File: config.mk
export PLATFORM = sky130hd
export DESIGN_NAME = virtq_avail_publisher
export DESIGN_NICKNAME = d
export VERILOG_FILES = /design/src/rtl/virtq_avail_publisher.sv
export SDC_FILE = /design/constraint.sdc
export NUM_CORES = 1
export LEC_CHECK = 0
export ABC_CLOCK_PERIOD_IN_PS = 6350
export CAP_MARGIN = 20
export CORE_MARGIN = 4
export CORE_UTILIZATION = 49
export DETAILED_ROUTE_END_ITERATION = 12
export PLACE_DENSITY = 0.88
export SETUP_SLACK_MARGIN = 0.4
export SKIP_CTS_REPAIR_TIMING = 1
export SLEW_MARGIN = 20
export SYNTH_ARGS = -nofsm -noshare
export SYNTH_HDL_FRONTEND = slang
export SYNTH_SLANG_ARGS = --single-unit
File: constraint.sdc
create_clock -name clk -period 6.35 [get_ports clk]
set_input_delay 1.27 -clock clk [delete_from_list [all_inputs] [get_ports clk]]
set_output_delay 1.27 -clock clk [all_outputs]
set_load 0.05 [all_outputs]
File: src/rtl/virtq_avail_publisher.sv
// Publishes descriptor heads into per-queue virtio avail rings. Each accepted head
// becomes a ring-slot write, an avail-index write, and then a queue notify.
module virtq_avail_publisher #(
    parameter int NUM_Q      = 3,
    parameter int QSIZE_LOG2 = 8
) (
    input  logic                clk,
    input  logic                csr_rst,
    input  logic [NUM_Q*64-1:0] cfg_avail_base,
    input  logic [NUM_Q-1:0]    cfg_queue_enable,
    input  logic                head_valid,
    output logic                head_ready,
    input  logic [1:0]          head_qid,
    input  logic [15:0]         head_idx,
    output logic                mem_wr_valid,
    input  logic                mem_wr_ready,
    output logic [63:0]         mem_wr_addr,
    output logic [15:0]         mem_wr_data,
    output logic                notify_valid,
    input  logic                notify_ready,
    output logic [1:0]          notify_qid,
    output logic [NUM_Q*16-1:0] avail_idx,
    output logic                err_pulse
);
    localparam logic [15:0] SLOT_MASK = 16'((32'd1 << QSIZE_LOG2) - 32'd1);

    typedef enum logic [1:0] {S_IDLE, S_WR_RING, S_WR_IDX, S_NOTIFY} state_t;

    state_t                 r_state;
    logic                   r_head_ready;
    logic                   r_mem_wr_valid;
    logic [63:0]            r_mem_wr_addr;
    logic [15:0]            r_mem_wr_data;
    logic                   r_notify_valid;
    logic [1:0]             r_notify_qid;
    logic                   r_err_pulse;
    logic [1:0]             r_qid;
    logic [63:0]            r_base;
    logic [NUM_Q-1:0][15:0] r_avail_idx;

    logic        w_head_ok;
    logic [63:0] w_head_base;
    logic [15:0] w_head_cur;
    logic [15:0] w_flight_cur;
    logic [63:0] w_ring_addr;

    // Per-queue selection for the offered head and for the head in flight.
    always_comb begin
        w_head_ok    = 1'b0;
        w_head_base  = '0;
        w_head_cur   = '0;
        w_flight_cur = '0;
        for (int q = 0; q < NUM_Q; q++) begin
            if (head_qid == 2'(q)) begin
                w_head_ok   = cfg_queue_enable[q];
                w_head_base = cfg_avail_base[q*64 +: 64];
                w_head_cur  = r_avail_idx[q];
            end
            if (r_qid == 2'(q)) begin
                w_flight_cur = r_avail_idx[q];
            end
        end
    end

    assign w_ring_addr = w_head_base + 64'd4 + {47'd0, w_head_cur & SLOT_MASK, 1'b0};

    always_ff @(posedge clk) begin
        if (csr_rst) begin
            r_state        <= S_IDLE;
            r_head_ready   <= 1'b0;
            r_mem_wr_valid <= 1'b0;
            r_mem_wr_addr  <= '0;
            r_mem_wr_data  <= '0;
            r_notify_valid <= 1'b0;
            r_notify_qid   <= '0;
            r_err_pulse    <= 1'b0;
            r_qid          <= '0;
            r_base         <= '0;
            r_avail_idx    <= '0;
        end else begin
            r_err_pulse <= 1'b0;
            for (int q = 0; q < NUM_Q; q++) begin
                if (!cfg_queue_enable[q] && !(r_state != S_IDLE && r_qid == 2'(q))) begin
                    r_avail_idx[q] <= '0;
                end
            end
            case (r_state)
                S_IDLE: begin
                    r_head_ready <= 1'b1;
                    if (head_valid && r_head_ready) begin
                        if (w_head_ok) begin
                            r_qid          <= head_qid;
                            r_base         <= w_head_base;
                            r_mem_wr_addr  <= w_ring_addr;
                            r_mem_wr_data  <= head_idx;
                            r_mem_wr_valid <= 1'b1;
                            r_head_ready   <= 1'b0;
                            r_state        <= S_WR_RING;
                        end else begin
                            r_err_pulse <= 1'b1;
                        end
                    end
                end
                S_WR_RING: begin
                    if (mem_wr_ready) begin
                        r_mem_wr_addr <= r_base + 64'd2;
                        r_mem_wr_data <= w_flight_cur + 16'd1;
                        r_state       <= S_WR_IDX;
                    end
                end
                S_WR_IDX: begin
                    if (mem_wr_ready) begin
                        r_mem_wr_valid <= 1'b0;
                        r_notify_valid <= 1'b1;
                        r_notify_qid   <= r_qid;
                        r_state        <= S_NOTIFY;
                        // NOTE: the in-flight queue is excluded from the disable clear, so this commit is never lost.
                        for (int q = 0; q < NUM_Q; q++) begin
                            if (r_qid == 2'(q)) begin
                                r_avail_idx[q] <= r_mem_wr_data;
                            end
                        end
                    end
                end
                S_NOTIFY: begin
                    if (notify_ready) begin
                        r_notify_valid <= 1'b0;
                        r_head_ready   <= 1'b1;
                        r_state        <= S_IDLE;
                    end
                end
                default: r_state <= S_IDLE;
            endcase
        end
    end

    assign head_ready   = r_head_ready;
    assign mem_wr_valid = r_mem_wr_valid;
    assign mem_wr_addr  = r_mem_wr_addr;
    assign mem_wr_data  = r_mem_wr_data;
    assign notify_valid = r_notify_valid;
    assign notify_qid   = r_notify_qid;
    assign err_pulse    = r_err_pulse;
    assign avail_idx    = r_avail_idx;

endmodule

==> metrics <==
# diodes 0; Worst setup SP type primary input; dpl ws a little over 0.6 ns; Overflow after GRT 0; critical path endpoint mem_wr_addr[30]$_SDFFE_PP0P_; Vias/cell 6.199; worst r2r path cells 15; Hold Fails Final Rpt 0; R2R Setup Slk 2.18 ns; Layout area overhead 36.00%; fraction of layout cells with a size suffix above 1 roughly 5.3%; gr usage total a little under a third; setup ws final 0.8289 ns; clock latency on the worst-skew pair 0.51 ns; Slew @ Worst Pin roughly 1.1 ns; DR pass1 iterations 6; filler instances ~2,100; #FFs+latches synth 202; RSZ-0062 raised after global routing false; clk sinks 202; final wirelength between 40 and 50 mm; estimated wirelength of the detail-placed design 32.55 mm; met3 WL 4.723 mm; crit path max fanout 32; Most used DFF post-synth dfxtp_1; routed wl met2 22.16 mm; Final ANT Viol Nets 0; Worst-path clk slew 0.06 ns; count of final max-slew check failures 0; arrival time at the worst endpoint ~6 ns; FMAX around 180 MHz; Syn Area/Cell 8.009 um^2; CTS tree done; Lkg Pwr 5.959 nW; root buffer cell clkbuf_16; top-area cell type share of the netlist area 32.43%; Synth async-reset ratio 0%; Hold Path Class reg2reg; Ys Warns 0; DR top layer met4; first-pass GRT wire length 71.25 mm; Clock H-tree levels 1; Synth area leader dfxtp_1; mapped cell area 0.01247 mm^2; total of max-cap violations 0; CTS Buf Count 23; initial antenna violation count 0; vias between 10,000 and 15,000; EDFF count, synth 0; status finished, final reports clean; Longest Clk Path Bufs 3; die area 0.02806 mm^2; vertical die dimension 167.5 um; sequential area share after synthesis 32.43%; most frequent cells in the layout clkdlybuf4s50_1, nor2_1, dfxtp_1; commonest non-fill, non-tap cell in the layout clkdlybuf4s50_1; Final GP Congestion 0.9326; Die W 167.5 um; Syn Inst Count 1,557; Rows 58; Core Box Area 0.02511 mm^2; Required @ worst endpoint 6.69 ns; Tmin final around 5.5 ns; DRT met1 WL 17.56 mm; setup_tns 0 ns; Starting Density roughly 50%; Power Dens Cells 329.6 mW/mm^2; port bufs 351; Net Count, Synth roughly 1,800; top cells by area, synth dfxtp_1, mux2i_1, nor2_1, xnor2_1, nand2_1; Final Setup Violations 0; vias in the first global route 13,160; Setup Skew 0.01162 ns; 1st-iter DRT viols between 1,500 and 2,000; crit share post-route just under 90%; Rel. slew slack 23.33%; WL per Instance between 20 and 25 um; peak supply drop 266.8 uV; count of different cell masters after synthesis 69; largest net degree at the start of global routing between 90 and 100; RR Endpoint mem_wr_addr[30]$_SDFFE_PP0P_; crit end category flip-flop; reg-to-reg startpoint avail_idx[33]$_SDFF_PP0_; crit path launch head_qid[1]; DRC Markers 0; Setup Crit Path Kind in2reg; # IOs 352; fin nets 2,079
==> cell usage after synthesis, types with 16 or more instances <==
cell type  instances
clkbuf_1          79
a211oi_1          46
o2bb2ai_1         41
nor3_1            60
xor2_1            49
nand3_1           58
nand4_1           33
xnor2_1           76
mux2i_1          101
nor2_1           251
a21oi_1           87
nand2_1          118
buf_1             16
o21ai_0           59
dfxtp_1          202
inv_1             17
a22oi_1           55
ha_1              22
==> logic make-up (layout without fill, tap and decap cells) <==
logic type	count (synthesis)	count (layout)	synth area share (%)
XOR/XNOR	125	125	8.780
buffers and inverters	131	427	4.616
AO/OA/AOI/OAI	378	378	21.11
multiplexers	102	102	8.198
flip-flops	202	202	32.43
AND/OR/NAND/NOR	596	596	22.50
adder cells (fa/ha/maj)	23	23	2.368
==> routing by layer <==
| layer | vias up | global-route usage [%] |
|---|---|---|
| li1 | 6214 | - |
| met1 | 6300 | 38.09 |
| met4 | 0 | 9.492 |
| met2 | 879 | 53.34 |
| met5 | - | 0 |
| met3 | 140 | 6.161 |
==> critical path, cell delays in order <==
cell and delay, ns:
buf_4 0.25, nor2b_4 0.74, a21oi_1 0.21, ha_1 0.32, inv_1 0.04, ha_1 0.22
fa_1 0.43, a211oi_1 0.35, nor3_1 0.09, o31ai_1 0.48, nand2_1 0.47, nand4_1 0.26
xnor2_1 0.14, nor2_1 0.06, a2111oi_0 0.48
==> stage by stage <==
stage	hold slack (ns)	std cells	util [%]	cell area, um^2	total power [mW]
after floorplan	0.4481	1557	-	12470	3.189
after CTS	0.4555	2183	67.50	16950	5.572
after global placement	0.4421	2143	64.08	16090	4.021
final	0.4530	2183	67.54	16960	5.590
after detailed placement	0.4476	2143	64.10	16100	4.060
after global routing	0.4727	2183	67.54	16960	5.779
==> layout make-up <==
cell class / count / area [um^2] / area share [%]
Multi-Input combinational cell: 1224 / 7913 / 46.66
Sequential cell: 202 / 4044 / 23.85
Timing Repair Buffer: 370 / 3674 / 21.66
Clock buffer: 30 / 651.9 / 3.844
Tap cell: 330 / 412.9 / 2.435
Clock inverter: 10 / 200.2 / 1.180
Inverter: 17 / 63.81 / 0.3763
==> how the worst min path moves through the flow <==
stage / startpoint / to / depth (start not counted)
CTS: mem_wr_addr[13]$_SDFFE_PP0P_ / mem_wr_addr[13]$_SDFFE_PP0P_ / 2
global route: mem_wr_addr[13]$_SDFFE_PP0P_ / mem_wr_addr[13]$_SDFFE_PP0P_ / 2
floorplan: r_base[63]$_SDFFE_PP0P_ / r_base[63]$_SDFFE_PP0P_ / 2
global placement: mem_wr_addr[3]$_SDFFE_PP0P_ / mem_wr_addr[3]$_SDFFE_PP0P_ / 2
finish: mem_wr_addr[13]$_SDFFE_PP0P_ / mem_wr_addr[13]$_SDFFE_PP0P_ / 2
detailed placement: mem_wr_addr[13]$_SDFFE_PP0P_ / mem_wr_addr[13]$_SDFFE_PP0P_ / 2
==> state kept, by name, indices dropped and copies added (netlist names) <==
| register | cells |
|---|---|
| r_qid | 2 |
| r_base | 64 |
| head_ready | 1 |
| notify_qid | 2 |
| err_pulse | 1 |
| avail_idx | 48 |
| mem_wr_data | 16 |
| r_state | 2 |
| mem_wr_valid | 1 |
| mem_wr_addr | 64 |
| notify_valid | 1 |
==> power by group <==
part / leakage (nW) / internal (mW) / switching, mW
registers: 1.64 / 1.52 / 0.247
clock network: 0.422 / 0.962 / 0.551
logic: 3.90 / 0.787 / 1.52
Note: power is estimated with default switching activity, not from simulation.
